[config.mk]
export PLATFORM = sky130hd
export DESIGN_NAME = trng_collector
export DESIGN_NICKNAME = d
export VERILOG_FILES = /design/src/rtl/trng_collector.sv
export SDC_FILE = /design/constraint.sdc
export NUM_CORES = 1
export LEC_CHECK = 0
export ABC_AREA = 1
export ABC_CLOCK_PERIOD_IN_PS = 4900
export CAP_MARGIN = 25
export CORE_ASPECT_RATIO = 0.6
export CORE_MARGIN = 2
export CORE_UTILIZATION = 60
export CTS_CLUSTER_SIZE = 12
export DETAILED_ROUTE_END_ITERATION = 6
export PLACE_DENSITY_LB_ADDON = 0.08
export SETUP_SLACK_MARGIN = 0.4
export SLEW_MARGIN = 10
export SYNTH_ARGS = -nofsm -noshare
export SYNTH_HDL_FRONTEND = slang
export SYNTH_SLANG_ARGS = --single-unit
[constraint.sdc]
create_clock -name clock -period 4.9 [get_ports clock]
set_input_delay 0.49 -clock clock [delete_from_list [all_inputs] [get_ports clock]]
set_output_delay 0.49 -clock clock [all_outputs]
set_load 0.1 [all_outputs]
[src/rtl/trng_collector.sv]
// trng_collector: samples the RO raw bit, von Neumann debiases it, packs words for a valid/ready consumer.
// Optional repetition-count health test is compiled in when TRNG_HEALTH_EN is defined.
module trng_collector #(
    parameter int WORD_WIDTH = 32,
    parameter int SAMPLE_DIV = 4,
    parameter int REP_LIMIT  = 32
) (
    input  logic                  clock,
    input  logic                  reset_n,
    input  logic                  enable,
    input  logic                  raw_bit,
    output logic [WORD_WIDTH-1:0] word_data,
    output logic                  word_valid,
    input  logic                  word_ready,
    output logic [15:0]           dropped_bits,
    output logic                  health_fail
);
    localparam int PW = SAMPLE_DIV > 1 ? $clog2(SAMPLE_DIV) : 1;
    localparam int FW = $clog2(WORD_WIDTH + 1);

    if (WORD_WIDTH < 2 || SAMPLE_DIV < 1 || REP_LIMIT < 2) begin : g_bad_param
        $error("trng_collector: illegal parameter value");
    end

    typedef enum logic {PAIR_A, PAIR_B} state_e;

    state_e                state_q, state_d;
    logic [PW-1:0]         presc_q, presc_d;
    logic                  a_q, a_d;
    logic [FW-1:0]         fill_q, fill_d, fill_n;
    logic [WORD_WIDTH-1:0] shift_q, shift_d, shift_n;
    logic [WORD_WIDTH-1:0] data_q, data_d;
    logic                  valid_q, valid_d;
    logic [15:0]           drop_q, drop_d;
    logic                  strobe, emit, full, take, load;
    logic                  fail_q, fail_set;

    // Prescaler and pair FSM registers
    always_ff @(posedge clock or negedge reset_n) begin
        if (!reset_n) begin
            state_q <= PAIR_A;
            presc_q <= '0;
            a_q     <= 1'b0;
        end else begin
            state_q <= state_d;
            presc_q <= presc_d;
            a_q     <= a_d;
        end
    end

    // Prescaler count and FSM next state; disabling returns to the start of a pair
    always_comb begin
        strobe  = enable && (presc_q == PW'(SAMPLE_DIV - 1));
        presc_d = (!enable || strobe) ? '0 : presc_q + PW'(1);
        state_d = !enable ? PAIR_A : !strobe ? state_q : (state_q == PAIR_A ? PAIR_B : PAIR_A);
        a_d     = (strobe && state_q == PAIR_A) ? raw_bit : a_q;
    end

    // Von Neumann output: a differing pair emits its first sample (held in a_q)
    always_comb begin
        emit = strobe && state_q == PAIR_B && raw_bit != a_q;
    end

    // Packing, word hand-off and drop counting; a word finishing on a free edge is loaded directly
    always_comb begin
        full    = fill_q == FW'(WORD_WIDTH);
        take    = emit && !full && !fail_q;
        shift_n = take ? {shift_q[WORD_WIDTH-2:0], a_q} : shift_q;
        fill_n  = take ? fill_q + FW'(1) : fill_q;
        load    = enable && fill_n == FW'(WORD_WIDTH) && (!valid_q || word_ready) && !fail_q && !fail_set;
        shift_d = enable ? shift_n : '0;
        fill_d  = (!enable || load) ? '0 : fill_n;
        data_d  = load ? shift_n : data_q;
        valid_d = (fail_q || fail_set) ? 1'b0 : load ? 1'b1 : (valid_q && word_ready) ? 1'b0 : valid_q;
        drop_d  = (emit && full && !fail_q && drop_q != 16'hFFFF) ? drop_q + 16'd1 : drop_q;
    end

    // Datapath registers
    always_ff @(posedge clock or negedge reset_n) begin
        if (!reset_n) begin
            fill_q  <= '0;
            shift_q <= '0;
            data_q  <= '0;
            valid_q <= 1'b0;
            drop_q  <= '0;
        end else begin
            fill_q  <= fill_d;
            shift_q <= shift_d;
            data_q  <= data_d;
            valid_q <= valid_d;
            drop_q  <= drop_d;
        end
    end

`ifdef TRNG_HEALTH_EN
    localparam int RW = $clog2(REP_LIMIT + 1);
    logic [RW-1:0] rep_q, rep_d, rep_n;
    logic          prev_q, prev_d, fail_d;

    // Repetition count: run length of identical samples, saturating at the trip limit
    always_comb begin
        rep_n    = (rep_q != '0 && raw_bit == prev_q) ? (rep_q == RW'(REP_LIMIT) ? rep_q : rep_q + RW'(1)) : RW'(1);
        rep_d    = !enable ? '0 : strobe ? rep_n : rep_q;
        prev_d   = strobe ? raw_bit : prev_q;
        fail_set = strobe && rep_n == RW'(REP_LIMIT);
        fail_d   = fail_q || fail_set;
    end

    // Health-test registers; the failure flag is sticky until reset
    always_ff @(posedge clock or negedge reset_n) begin
        if (!reset_n) begin
            rep_q  <= '0;
            prev_q <= 1'b0;
            fail_q <= 1'b0;
        end else begin
            rep_q  <= rep_d;
            prev_q <= prev_d;
            fail_q <= fail_d;
        end
    end
`else
    assign fail_q   = 1'b0;
    assign fail_set = 1'b0;
`endif

    assign word_data    = data_q;
    assign word_valid   = valid_q;
    assign dropped_bits = drop_q;
    assign health_fail  = fail_q;
endmodule

After elaboration in Yosys (flattened, before gate mapping) --
Cells that the tools add are included.
Word-level totals: register bits 91, output and inout port bits 50, word-level logic and storage cells 45
Operators by class: add/subtract/negate cells 3, equal/unequal tests 6, muxes and demuxes 10, bitwise gates (word level) 1, reduce and logical (&&, ||, !) cells 17
Operators by type and width (count):
- two-way mux 32 bit | 2
- adder 16 x 1 -> 16 bit, second input constant | 1
- != test 16 bit, second input constant | 1
- equality test 6 bit, second input constant | 2
- two-way mux 6 bit | 2
- logical AND 1 bit | 10
- adder 6 x 1 -> 6 bit, second input constant | 1
- two-way mux 1 bit | 5
- zero test 1 bit | 3
- logical OR 1 bit | 3
- adder 2 x 1 -> 2 bit, second input constant | 1
- equality test 2 bit, second input constant | 1
- two-way mux 2 bit | 1
- != test 2 x 1 -> 1 bit, second input constant | 1
- nonzero test 2 bit | 1
- != test 1 bit | 1
- NOT 1 bit | 1

Longest topological paths before layout --
Gate-level depths: netlist (run 1).
word-level depth 11, mapped depth 14, depth with buffers taken out 12

Least setup slack after synthesis (run 1) --
Ideal clock, no wire load.
kind reg-to-reg, start point reg drop_q[0], in the netlist dropped_bits[0], end point reg drop_q[8], in the netlist dropped_bits[8], setup time 0.080 ns, arrival time 2.272 ns, slack 2.548 ns, stages on the path, launching flop included 9, buffers on the path 0, clock period less this slack 2.352 ns, cell sequence dfrtp_1 > ha_1 > nand3_1 > nor2_1 > nand3b_1 > o21ai_2 > nor2_1 > nand3_1 > xor2_1
Between the ends: word-level cells in the longest chain between the ends 2, elaborated cells on any way between the ends 3, those cells by class add/sub (1); eq/ne (1); reduce/logical (1)
Ends and longest elaborated chain:
- start, declared | RTL line 34 | logic [15:0] drop_q, drop_d;
- start signal, assigned | RTL line 91 | drop_q <= drop_d;
- parallel branches: the longest is 2 deep, another holds adder 16 x 1 -> 16 bit
Parallel ways; which one is timed is not known. A chain may end at the register's enable or synchronous reset.

Worst setup path in the final report (run 1) --
start point in enable, end point reg fill_q[2]
Between the ends: word-level cells in the longest chain between the ends 10, elaborated cells on any way between the ends 11, those cells by class eq/ne (1); mux (2); reduce/logical (8)
Ends and longest elaborated chain:
- start, declared | RTL line 10 | input logic enable,
- logical AND 1 bit | RTL line 53 | strobe = enable && (presc_q == PW'(SAMPLE_DIV - 1));
- logical AND 1 bit (2 in series) | RTL line 61 | emit = strobe && state_q == PAIR_B && raw_bit != a_q;
- logical AND 1 bit | RTL line 67 | take = emit && !full && !fail_q;
- two-way mux 6 bit | RTL line 69 | fill_n = take ? fill_q + FW'(1) : fill_q;
- equality test 6 bit | RTL line 70 | load = enable && fill_n == FW'(WORD_WIDTH) && (!valid_q || word_ready) && !fail_q && !fail_set;
- logical AND 1 bit (2 in series) | RTL line 70
- logical OR 1 bit | RTL line 72 | fill_d = (!enable || load) ? '0 : fill_n;
- two-way mux 6 bit (*) | RTL line 72
- net fill_d[2] | RTL line 30 | logic [FW-1:0] fill_q, fill_d, fill_n;
- end signal, assigned | RTL line 87 | fill_q <= fill_d;
- end, declared | RTL line 30
Mark *: on every way through the listed nets, which the timed path passes. The rest lies on a longest branch.

==> flow_metrics.py, run 1 <==
metrics = {
    "run_status": {
        "outcome": "finished clean",
    },
    "critical_path": {
        "crit_required_ps": 5130,
        "reg2regPathDepth": 12,
        "arrival_ps": 3370,
        "end_kind": "register",
        "crit_type": "in -> reg",
        "rr_endpoint": "fill_q[2]$_DFF_PN0_",
        "slowest_delay_ps": 620,
        "r2r_start": "fill_q[0]$_DFF_PN0_",
        "path_max_fanout": 69,
        "path_cells": "clkdlybuf4s50_1 > nand3_2 > nor2_4 > nand2_4 > nand2_1 > nand2_2 > nor2_4 > buf_4 > nand4_4 > nand2_1 > nor2_1",
        "timing.reg2reg.setup_slack_ps": 1860,
        "crit_slowest_cell": "clkdlybuf4s50_1",
        "start_kind": "primary input",
    },
    "drt": {
        "drt_first_pass_iters": 4,
        "drt_iter0_drc": 217,
        "vias": 3424,
        "postRouteAntennaNets": 0,
        "wl_per_cell_microns": 13.3,
        "drc_errors": 0,
        "viasPerCell": 5.13,
        "routed_wirelength_mm": 8.91,
    },
    "die": {
        "die_x_microns": 114,
        "die_h_microns": 70.3,
        "rows": 24,
        "core_sq_mm": 0.00718,
        "io_pins": 55,
        "die_area_sq_mm": 0.00804,
        "start_util": 0.612,
    },
    "synth": {
        "yosysTopAreaCell": "dfrtp_1",
        "ys_ff_latch": 91,
        "ys_types": 28,
        "synth_area_sq_mm": 0.00439,
        "netlist_instances": 527,
        "syn_nets": 536,
        "synth_top_area_frac": 0.519,
        "avgSynthCellArea_sq_um": 8.33,
        "synth_top_cells_by_area": "dfrtp_1 52%, nand2_1 12%, inv_1 7.3%",
        "yosysWarningCount": 0,
        "yosysSeqAreaShare": 0.519,
    },
    "timing": {
        "max_freq_mhz": 318,
        "timing.hold.ws_ps": 90.2,
        "slew_headroom": 0.340,
        "setup_viol": 0,
        "setup_tns_ps": 0,
        "final_hold_viol_count": 0,
        "rsz0062_at_grt": "no",
        "slew_viol_final": 0,
        "finalCritPeriodShare": 0.641,
        "min_period_ps": 3140,
        "fin_skew_ps": 7.67,
        "worstMarginPinSlew_ps": 988,
    },
    "finish": {
        "n_antenna_cell": 0,
        "syn_to_final_growth_pct": 18.3,
        "nets": 581,
        "multiInputGateArea_sq_mm": 0.00164,
        "layout-drive-gt1-share": 0.0659,
        "regArea_sq_mm": 0.00228,
        "nFillCells": 586,
    },
    "global_route": {
        "grt_first_pass_wirelength_mm": 15.3,
        "grt.total_usage": 0.245,
        "grt_antenna_before_repair": 0,
        "grt_pass1_vias": 3192,
        "grt-ovfl-total": 0,
        "grt_max_degree": 70,
    },
    "cts": {
        "cts_buffers": 9,
        "clk_latency_ps": 340,
        "holdBufCountCts": 0,
        "cts_tree": "yes",
        "root_buffer": "clkbuf_16",
        "clk_pin_slew_ps": 60,
        "clock-sinks": 91,
        "clockBufferDepth": 2,
        "h-tree-depth": 3,
        "ctsResizeCount": 0,
        "postCtsSetupRepairBufs": 0,
    },
    "place": {
        "port_buffers": 53,
        "hpwl_mm": 5.83,
        "gp_congestion": 0.898,
    },
    "run": {
        "max_cap_violations": 0,
    },
    "pwr": {
        "irDropWorstVdd_uv": 247,
        "powerDensity_mw_per_mm2": 283,
        "p_leak_nw": 2.45,
    },
    "worst_hold_path": {
        "min-delay-path-class": "in -> async",
    },
}
==> logic make-up after synthesis <==
kind of cell / after synthesis / share of synthesized area
compound gates: 37 / 0.0442
xor+xnor: 17 / 0.0339
fa+ha+maj: 4 / 0.0114
buf+inv: 110 / 0.109
flops: 91 / 0.519
other cells: 1 / 0.000854
simple gates: 267 / 0.282
==> layer usage <==
layer | wire length [microns] | GRT usage | up-vias
met4 | 63 | 0.0596 | 0
met5 | 0 | 0 | -
met1 | 4440 | 0.369 | 1622
met3 | 488 | 0.0668 | 7
li1 | - | - | 1716
met2 | 3910 | 0.353 | 79
==> registers in the layout (all words and copies together), names as in the netlist <==
| name | cells |
|---|---|
| word_valid | 1 |
| dropped_bits | 16 |
| fill_q | 6 |
| word_data | 32 |
| state_q | 1 |
| a_q | 1 |
| shift_q | 32 |
| presc_q | 2 |
==> synth_stat cells <==
cell,n
nand2_1,136
dfrtp_1,91
inv_1,85
nor2_1,57
o21ai_0,34
nand4_1,32
nand3_1,15
xor2_1,11
clkbuf_1,8
buf_2,7
buf_6,7
xnor2_1,6
nand2_2,5
nor2_4,5
nor3_1,5
ha_1,4
nand2_4,3
nand3b_1,3
clkinv_1,2
o21a_1,2
or2_2,2
buf_4,1
conb_1,1
nand3_2,1
nand3b_4,1
nand4_4,1
nor4_1,1
o21ai_2,1
==> report_power, final <==
| part | leakage, nW | switching (mW) | internal, mW |
|---|---|---|---|
| sequential | 1.25 | 0.00492 | 0.757 |
| combinational | 1.08 | 0.0425 | 0.0113 |
| clock | 0.128 | 0.282 | 0.372 |
| total | 2.45 | 0.329 | 1.14 |
==> critical path, delay by kind of cell <==
family / cells / cell delay (ps)
simple gates: 9 / 1900
buf+inv: 2 / 960
==> worst max-delay path by stage <==
stage                                startpoint                          end
floorplan           dropped_bits[0]$_DFFE_PN0P_  dropped_bits[8]$_DFFE_PN0P_
global placement                         enable          fill_q[5]$_DFF_PN0_
detailed placement                       enable          fill_q[2]$_DFF_PN0_
CTS                                      enable          fill_q[2]$_DFF_PN0_
global route                             enable          fill_q[1]$_DFF_PN0_
finish                                   enable          fill_q[2]$_DFF_PN0_
==> stage by stage <==
| stage | setup slack (ps) | std cells | utilization | total power, mW | cell area [sq um] |
|---|---|---|---|---|---|
| CTS | 1750 | 668 | 0.724 | 1.48 | 5190 |
| floorplan | 2550 | 527 | - | 0.806 | 4390 |
| global placement | 1470 | 652 | 0.684 | 0.828 | 4910 |
| finish | 1760 | 668 | 0.724 | 1.47 | 5190 |
| detailed placement | 1390 | 652 | 0.684 | 0.830 | 4910 |
| global route | 1460 | 668 | 0.724 | 1.52 | 5190 |
==> area by class of cell <==
class	instances	share of cell area
clock buffers	13	0.0501
clock inverters	3	0.00434
inverters	87	0.0629
multi-input cells	326	0.315
flip-flops and latches	91	0.438
well taps	91	0.0219
repair buffers	57	0.107
==> cell usage in the layout (no fill, tap or decap), types with 3 or more instances in the layout <==
master and count:
nor2_4 5, nand2_4 3, nand4_1 32, buf_4 5
nand3b_1 3, clkdlybuf4s50_1 52, nand2_1 136, o21ai_0 34
inv_1 85, nor2_1 57, clkinvlp_4 3, xnor2_1 6
nor3_1 5, xor2_1 11, nand2_2 5, clkbuf_16 9
nand3_1 15, dfrtp_1 91, ha_1 4
Power figures use the tool's default switching activity.
==> inputs of run 2 (changes only) <==
--- a/config.mk
+++ b/config.mk
@@ -6,11 +6,11 @@
 export NUM_CORES = 1
 export LEC_CHECK = 0
 export ABC_AREA = 1
-export ABC_CLOCK_PERIOD_IN_PS = 4900
+export ABC_CLOCK_PERIOD_IN_PS = 3000
 export CAP_MARGIN = 25
 export CORE_ASPECT_RATIO = 0.6
 export CORE_MARGIN = 2
-export CORE_UTILIZATION = 60
+export CORE_UTILIZATION = 55
 export CTS_CLUSTER_SIZE = 12
 export DETAILED_ROUTE_END_ITERATION = 6
 export PLACE_DENSITY_LB_ADDON = 0.08
==> constraint.sdc (replaced) <==
create_clock -name clock -period 3 [get_ports clock]
set_input_delay 0.3 -clock clock [delete_from_list [all_inputs] [get_ports clock]]
set_output_delay 0.3 -clock clock [all_outputs]
set_load 0.1 [all_outputs]
==> flow_metrics.py, run 2 (synthesized netlist as in run 1, its figures left out) <==
metrics = {
    "run_status": {
        "outcome": "finished, violations left",
        "violations": "hold timing",
    },
    "finish": {
        "mostFrequentLayoutCell": "nand2_1",
        "nFillCells": 683,
        "layout-drive-gt1-share": 0.149,
        "syn_to_final_growth_pct": 17.4,
        "regArea_sq_mm": 0.00228,
        "multiInputGateArea_sq_mm": 0.00164,
        "nets": 586,
        "n_antenna_cell": 0,
        "mostFrequentLayoutCells": "136 x nand2_1, 91 x dfrtp_1, 85 x inv_1, 57 x nor2_1, 53 x buf_4",
    },
    "global_route": {
        "grt.total_usage": 0.226,
        "grt_pass1_vias": 3240,
        "grt_max_degree": 54,
        "grt_first_pass_wirelength_mm": 15.3,
        "grt-ovfl-total": 0,
        "grt_antenna_before_repair": 0,
    },
    "worst_hold_path": {
        "min-delay-path-class": "in -> async",
    },
    "timing": {
        "setup_viol": 0,
        "fin_skew_ps": 7.13,
        "finalCritPeriodShare": 0.796,
        "worstMarginPinSlew_ps": 973,
        "rsz0062_at_grt": "no",
        "timing.hold.ws_ps": -15.4,
        "final_hold_viol_count": 7,
        "max_freq_mhz": 419,
        "slew_headroom": 0.349,
        "setup_tns_ps": 0,
        "min_period_ps": 2390,
        "slew_viol_final": 0,
    },
    "pwr": {
        "p_leak_nw": 2.57,
        "powerDensity_mw_per_mm2": 459,
        "irDropWorstVdd_uv": 389,
        "p_total_mw": 2.37,
    },
    "cts": {
        "clock-sinks": 91,
        "root_buffer": "clkbuf_16",
        "clk_latency_ps": 340,
        "h-tree-depth": 3,
        "cts_tree": "yes",
        "clockBufferDepth": 2,
        "clk_pin_slew_ps": 60,
        "cts_buffers": 9,
    },
    "critical_path": {
        "crit_slowest_cell": "dfrtp_1",
        "timing.reg2reg.setup_slack_ps": 610,
        "end_kind": "register",
        "path_max_fanout": 36,
        "crit_type": "reg -> reg",
        "reg2regPathDepth": 13,
        "crit_required_ps": 3280,
        "cpMostUsedCell": "nand2_1",
        "r2r_start": "fill_q[0]$_DFF_PN0_",
        "start_kind": "register",
        "path_cells": "inv_1 > ha_1 > nand2_1 > nand3b_4 > nand2_8 > nand2_1 > nand2_1 > inv_1 > nand2_1 > nor2_4 > buf_4 > nand4_1 > nand2_1",
        "rr_endpoint": "word_data[20]$_DFFE_PN0P_",
        "slowest_delay_ps": 480,
        "arrival_ps": 2660,
    },
    "drt": {
        "postRouteAntennaNets": 0,
        "drc_errors": 0,
        "viasPerCell": 5.03,
        "routed_wirelength_mm": 9.13,
        "drt_first_pass_iters": 5,
        "vias": 3470,
        "drt_iter0_drc": 248,
        "wl_per_cell_microns": 13.2,
    },
    "place": {
        "gp_congestion": 0.897,
        "hpwl_mm": 6.30,
        "port_buffers": 53,
    },
    "die": {
        "start_util": 0.561,
        "die_area_sq_mm": 0.00874,
        "core_sq_mm": 0.00782,
        "die_h_microns": 73.2,
        "rows": 25,
        "die_x_microns": 119,
        "io_pins": 55,
    },
    "run": {
        "max_cap_violations": 0,
    },
}
==> run 2: cell count changes in the layout (fill, tap and decap cells not counted), sizes merged <==
| cell | change |
|---|---|
| buf | +49 |
| clkbuf | -1 |
| clkinvlp | -2 |
| clkinv | +3 |
| clkdlybuf4s50 | -44 |
==> run 2: power by group <==
| group | switching (mW) | internal, mW |
|---|---|---|
| registers | 0.00811 | 1.24 |
| logic | 0.0708 | 0.0199 |
| clock network | 0.448 | 0.583 |
| total | 0.527 | 1.84 |
==> run 2: layout make-up <==
| class | count | share of cell area |
|---|---|---|
| repair buffers | 62 | 0.0966 |
| multi-input cells | 326 | 0.319 |
| inverters | 87 | 0.0634 |
| clock inverters | 4 | 0.00510 |
| flip-flops and latches | 91 | 0.442 |
| well taps | 108 | 0.0262 |
| clock buffers | 12 | 0.0478 |
==> run 2: critical path, delay by kind of cell (launching register included) <==
kind,cells,cell delay (ps)
DFF,1,480
adders and majority gates,1,210
and+or+nand+nor,9,1090
buffers and inverters,3,540
==> run 2: how the worst max path moves through the flow <==
stage | slack (ps) | to | from | depth (start not counted)
after floorplan | 650 | dropped_bits[8]$_DFFE_PN0P_ | dropped_bits[0]$_DFFE_PN0P_ | 8
after global placement | 360 | word_data[5]$_DFFE_PN0P_ | enable | 12
after detailed placement | 230 | word_data[4]$_DFFE_PN0P_ | enable | 11
after CTS | 420 | word_data[4]$_DFFE_PN0P_ | fill_q[0]$_DFF_PN0_ | 13
after global routing | 410 | word_data[4]$_DFFE_PN0P_ | fill_q[0]$_DFF_PN0_ | 13
final | 610 | word_data[20]$_DFFE_PN0P_ | fill_q[0]$_DFF_PN0_ | 13
==> run 2: repair_timing <==
item | CTS | global route
setup buffers | 0 | 1
hold buffers | 0 | 0
endpoints found under the setup margin | 0 | 36
gates resized for setup | 0 | 1
==> run 2: metal layers <==
layer / vias to the layer above / GRT usage / wire length [microns]
li1: 1725 / - / -
met1: 1619 / 0.332 / 4550
met2: 113 / 0.324 / 3900
met3: 13 / 0.0570 / 542
met4: 0 / 0.0850 / 140
met5: - / 0 / 0
==> run 2: per-stage QoR <==
step | worst slack, ps | util | cell area, sq um | std cells | hold WS (ps)
after floorplan | 648 | - | 4390 | 527 | 4.41
after global placement | 364 | 0.622 | 4860 | 673 | 377
after detailed placement | 225 | 0.622 | 4860 | 673 | 378
after CTS | 420 | 0.657 | 5140 | 689 | 19.2
after global routing | 414 | 0.659 | 5150 | 690 | 35.8
final | 612 | 0.659 | 5150 | 690 | -15.4
==> inputs of run 3 (changes only) <==
--- a/config.mk
+++ b/config.mk
@@ -6,7 +6,7 @@
 export NUM_CORES = 1
 export LEC_CHECK = 0
 export ABC_AREA = 1
-export ABC_CLOCK_PERIOD_IN_PS = 3000
+export ABC_CLOCK_PERIOD_IN_PS = 2250
 export CAP_MARGIN = 25
 export CORE_ASPECT_RATIO = 0.6
 export CORE_MARGIN = 2
==> constraint.sdc (replaced) <==
create_clock -name clock -period 2.25 [get_ports clock]
set_input_delay 0.225 -clock clock [delete_from_list [all_inputs] [get_ports clock]]
set_output_delay 0.225 -clock clock [all_outputs]
set_load 0.1 [all_outputs]
==> flow_metrics.py, run 3 (synthesized netlist as in run 1, its figures left out) <==
metrics = {
    "global_route": {
        "grt-ovfl-total": 0,
        "grt_max_degree": 49,
        "grt_antenna_before_repair": 0,
        "grt_pass1_vias": 3779,
        "grt_first_pass_wirelength_mm": 18.8,
        "grt.total_usage": 0.282,
    },
    "cts": {
        "h-tree-depth": 3,
        "clk_latency_ps": 350,
        "root_buffer": "clkbuf_16",
        "cts_tree": "yes",
        "clk_pin_slew_ps": 70,
        "cts_buffers": 9,
        "clock-sinks": 91,
        "clockBufferDepth": 2,
    },
    "run_status": {
        "violations": "setup timing",
        "outcome": "finished, violations left",
    },
    "pwr": {
        "switchingPower_uw": 772,
        "intPower_mw": 2.75,
        "irDropWorstVdd_uv": 419,
        "p_leak_nw": 2.96,
        "netSwitchingFraction": 0.220,
        "powerDensity_mw_per_mm2": 564,
        "seqPwrFrac": 0.471,
        "power.share.clock": 0.479,
        "p_comb_frac": 0.050,
    },
    "die": {
        "core_sq_mm": 0.00782,
        "rows": 25,
        "die_h_microns": 73.2,
        "start_util": 0.561,
        "die_x_microns": 119,
        "io_pins": 55,
        "die_area_sq_mm": 0.00874,
    },
    "drt": {
        "drt_iter0_drc": 431,
        "drc_errors": 0,
        "viasPerCell": 5.32,
        "wl_per_cell_microns": 16.7,
        "drt_first_pass_iters": 5,
        "vias": 3932,
        "postRouteAntennaNets": 0,
        "routed_wirelength_mm": 12.4,
    },
    "place": {
        "pre_cts_slack_ps": -133,
        "gp_congestion": 0.811,
        "port_buffers": 53,
        "hpwl_mm": 6.62,
    },
    "timing": {
        "min_period_ps": 2260,
        "slew_viol_final": 0,
        "fin_skew_ps": 8.42,
        "max_freq_mhz": 442,
        "setup_tns_ps": -80.3,
        "setup_viol": 9,
        "layout_setup_ws_ps": -15.0,
        "finalCritPeriodShare": 1.01,
        "rsz0062_at_grt": "yes",
        "timing.hold.ws_ps": 245,
        "final_hold_viol_count": 0,
    },
    "critical_path": {
        "rr_endpoint": "word_data[24]$_DFFE_PN0P_",
        "crit_type": "reg -> reg",
        "crit_required_ps": 2490,
        "timing.reg2reg.setup_slack_ps": -10,
        "arrival_ps": 2500,
        "path_max_fanout": 6,
        "r2r_start": "fill_q[0]$_DFF_PN0_",
        "end_kind": "register",
        "start_kind": "register",
        "reg2regPathDepth": 15,
    },
    "finish": {
        "regArea_sq_mm": 0.00231,
        "layout-drive-gt1-share": 0.382,
        "mostFrequentLayoutCells": "85 x nand2_1, 85 x buf_4, 81 x inv_1, 75 x dfrtp_1, 48 x nor2_1",
        "multiInputGateArea_sq_mm": 0.00207,
        "nFillCells": 505,
        "n_antenna_cell": 0,
        "nets": 635,
        "syn_to_final_growth_pct": 42.1,
    },
    "worst_hold_path": {
        "min-delay-path-class": "in -> async",
    },
    "run": {
        "max_cap_violations": 0,
    },
}
## run 3: cell types whose count changed in the layout (fill, tap and decap cells not counted), moves of 10 or more
cell     change
dfrtp_2     +10
nand2_4     +19
o21ai_0     -12
nand2_2     +33
dfrtp_1     -16
nand2_1     -51
buf_4       +32
## run 3: through the flow
stage	area (sq um)	utilization	instances	power, mW
after floorplan	4450	-	527	1.76
after global placement	5070	0.648	687	1.81
after detailed placement	5070	0.648	687	1.82
after CTS	5840	0.747	730	3.52
after global routing	6240	0.798	739	3.62
final	6240	0.798	739	3.52
## run 3: worst max path at each step
stage                                            from                          end  slack [ps]  depth (start not counted)
after floorplan           dropped_bits[0]$_DFFE_PN0P_  dropped_bits[8]$_DFFE_PN0P_         390                          8
after global placement                        raw_bit     word_data[7]$_DFFE_PN0P_         -50                         12
after detailed placement                       enable    word_data[24]$_DFFE_PN0P_        -130                         11
after CTS                         fill_q[1]$_DFF_PN0_    word_data[24]$_DFFE_PN0P_         130                         16
after global routing              fill_q[0]$_DFF_PN0_    word_data[24]$_DFFE_PN0P_         -50                         16
final                             fill_q[0]$_DFF_PN0_    word_data[24]$_DFFE_PN0P_         -10                         15
## run 3: per-layer routing
metal	vias to the layer above	GRT usage	part of all wire
met3	32	0.0633	0.054
met2	155	0.455	0.48
met1	1912	0.384	0.44
li1	1833	-	-
met4	0	0.0967	0.029
met5	-	0	0
## run 3: area by class of cell
type | instances | area share
clock inverter | 5 | 0.0132
sequential | 91 | 0.371
multi-input combinational | 327 | 0.332
tap | 108 | 0.0217
clock buffer | 11 | 0.0405
timing repair buffer | 110 | 0.169
inverter | 87 | 0.0532
## run 3: what timing repair did
action / in CTS / in global routing
setup endpoints to repair: 57 / 82
gates resized for setup: 44 / 94
cloned: 4 / 0
hold endpoints to repair: 55 / 0
buffers inserted: 22 / 9
hold buffers: 1 / 0
pin swaps: 22 / 24
## run 3: worst max-delay path, stage by stage (launching register included)
cell	delay [ps]
dfrtp_1	370
inv_2	70
ha_4	150
nand2_2	70
nand3b_4	160
buf_4	130
nand3b_1	150
nand2_2	150
buf_6	120
inv_4	30
nor2_4	110
nand4_4	180
buf_6	200
buf_12	140
nand2_2	50
nand2_1	50
## run 3: power by group through the flow
stage	clock network [mW]	logic, mW	registers, mW
4_1_cts	1.70	0.161	1.66
6_report	1.68	0.175	1.66
3_3_place_gp	0	0.124	1.69
5_1_grt	1.77	0.195	1.66
3_5_place_dp	0	0.127	1.69
2_1_floorplan	0	0.0647	1.69
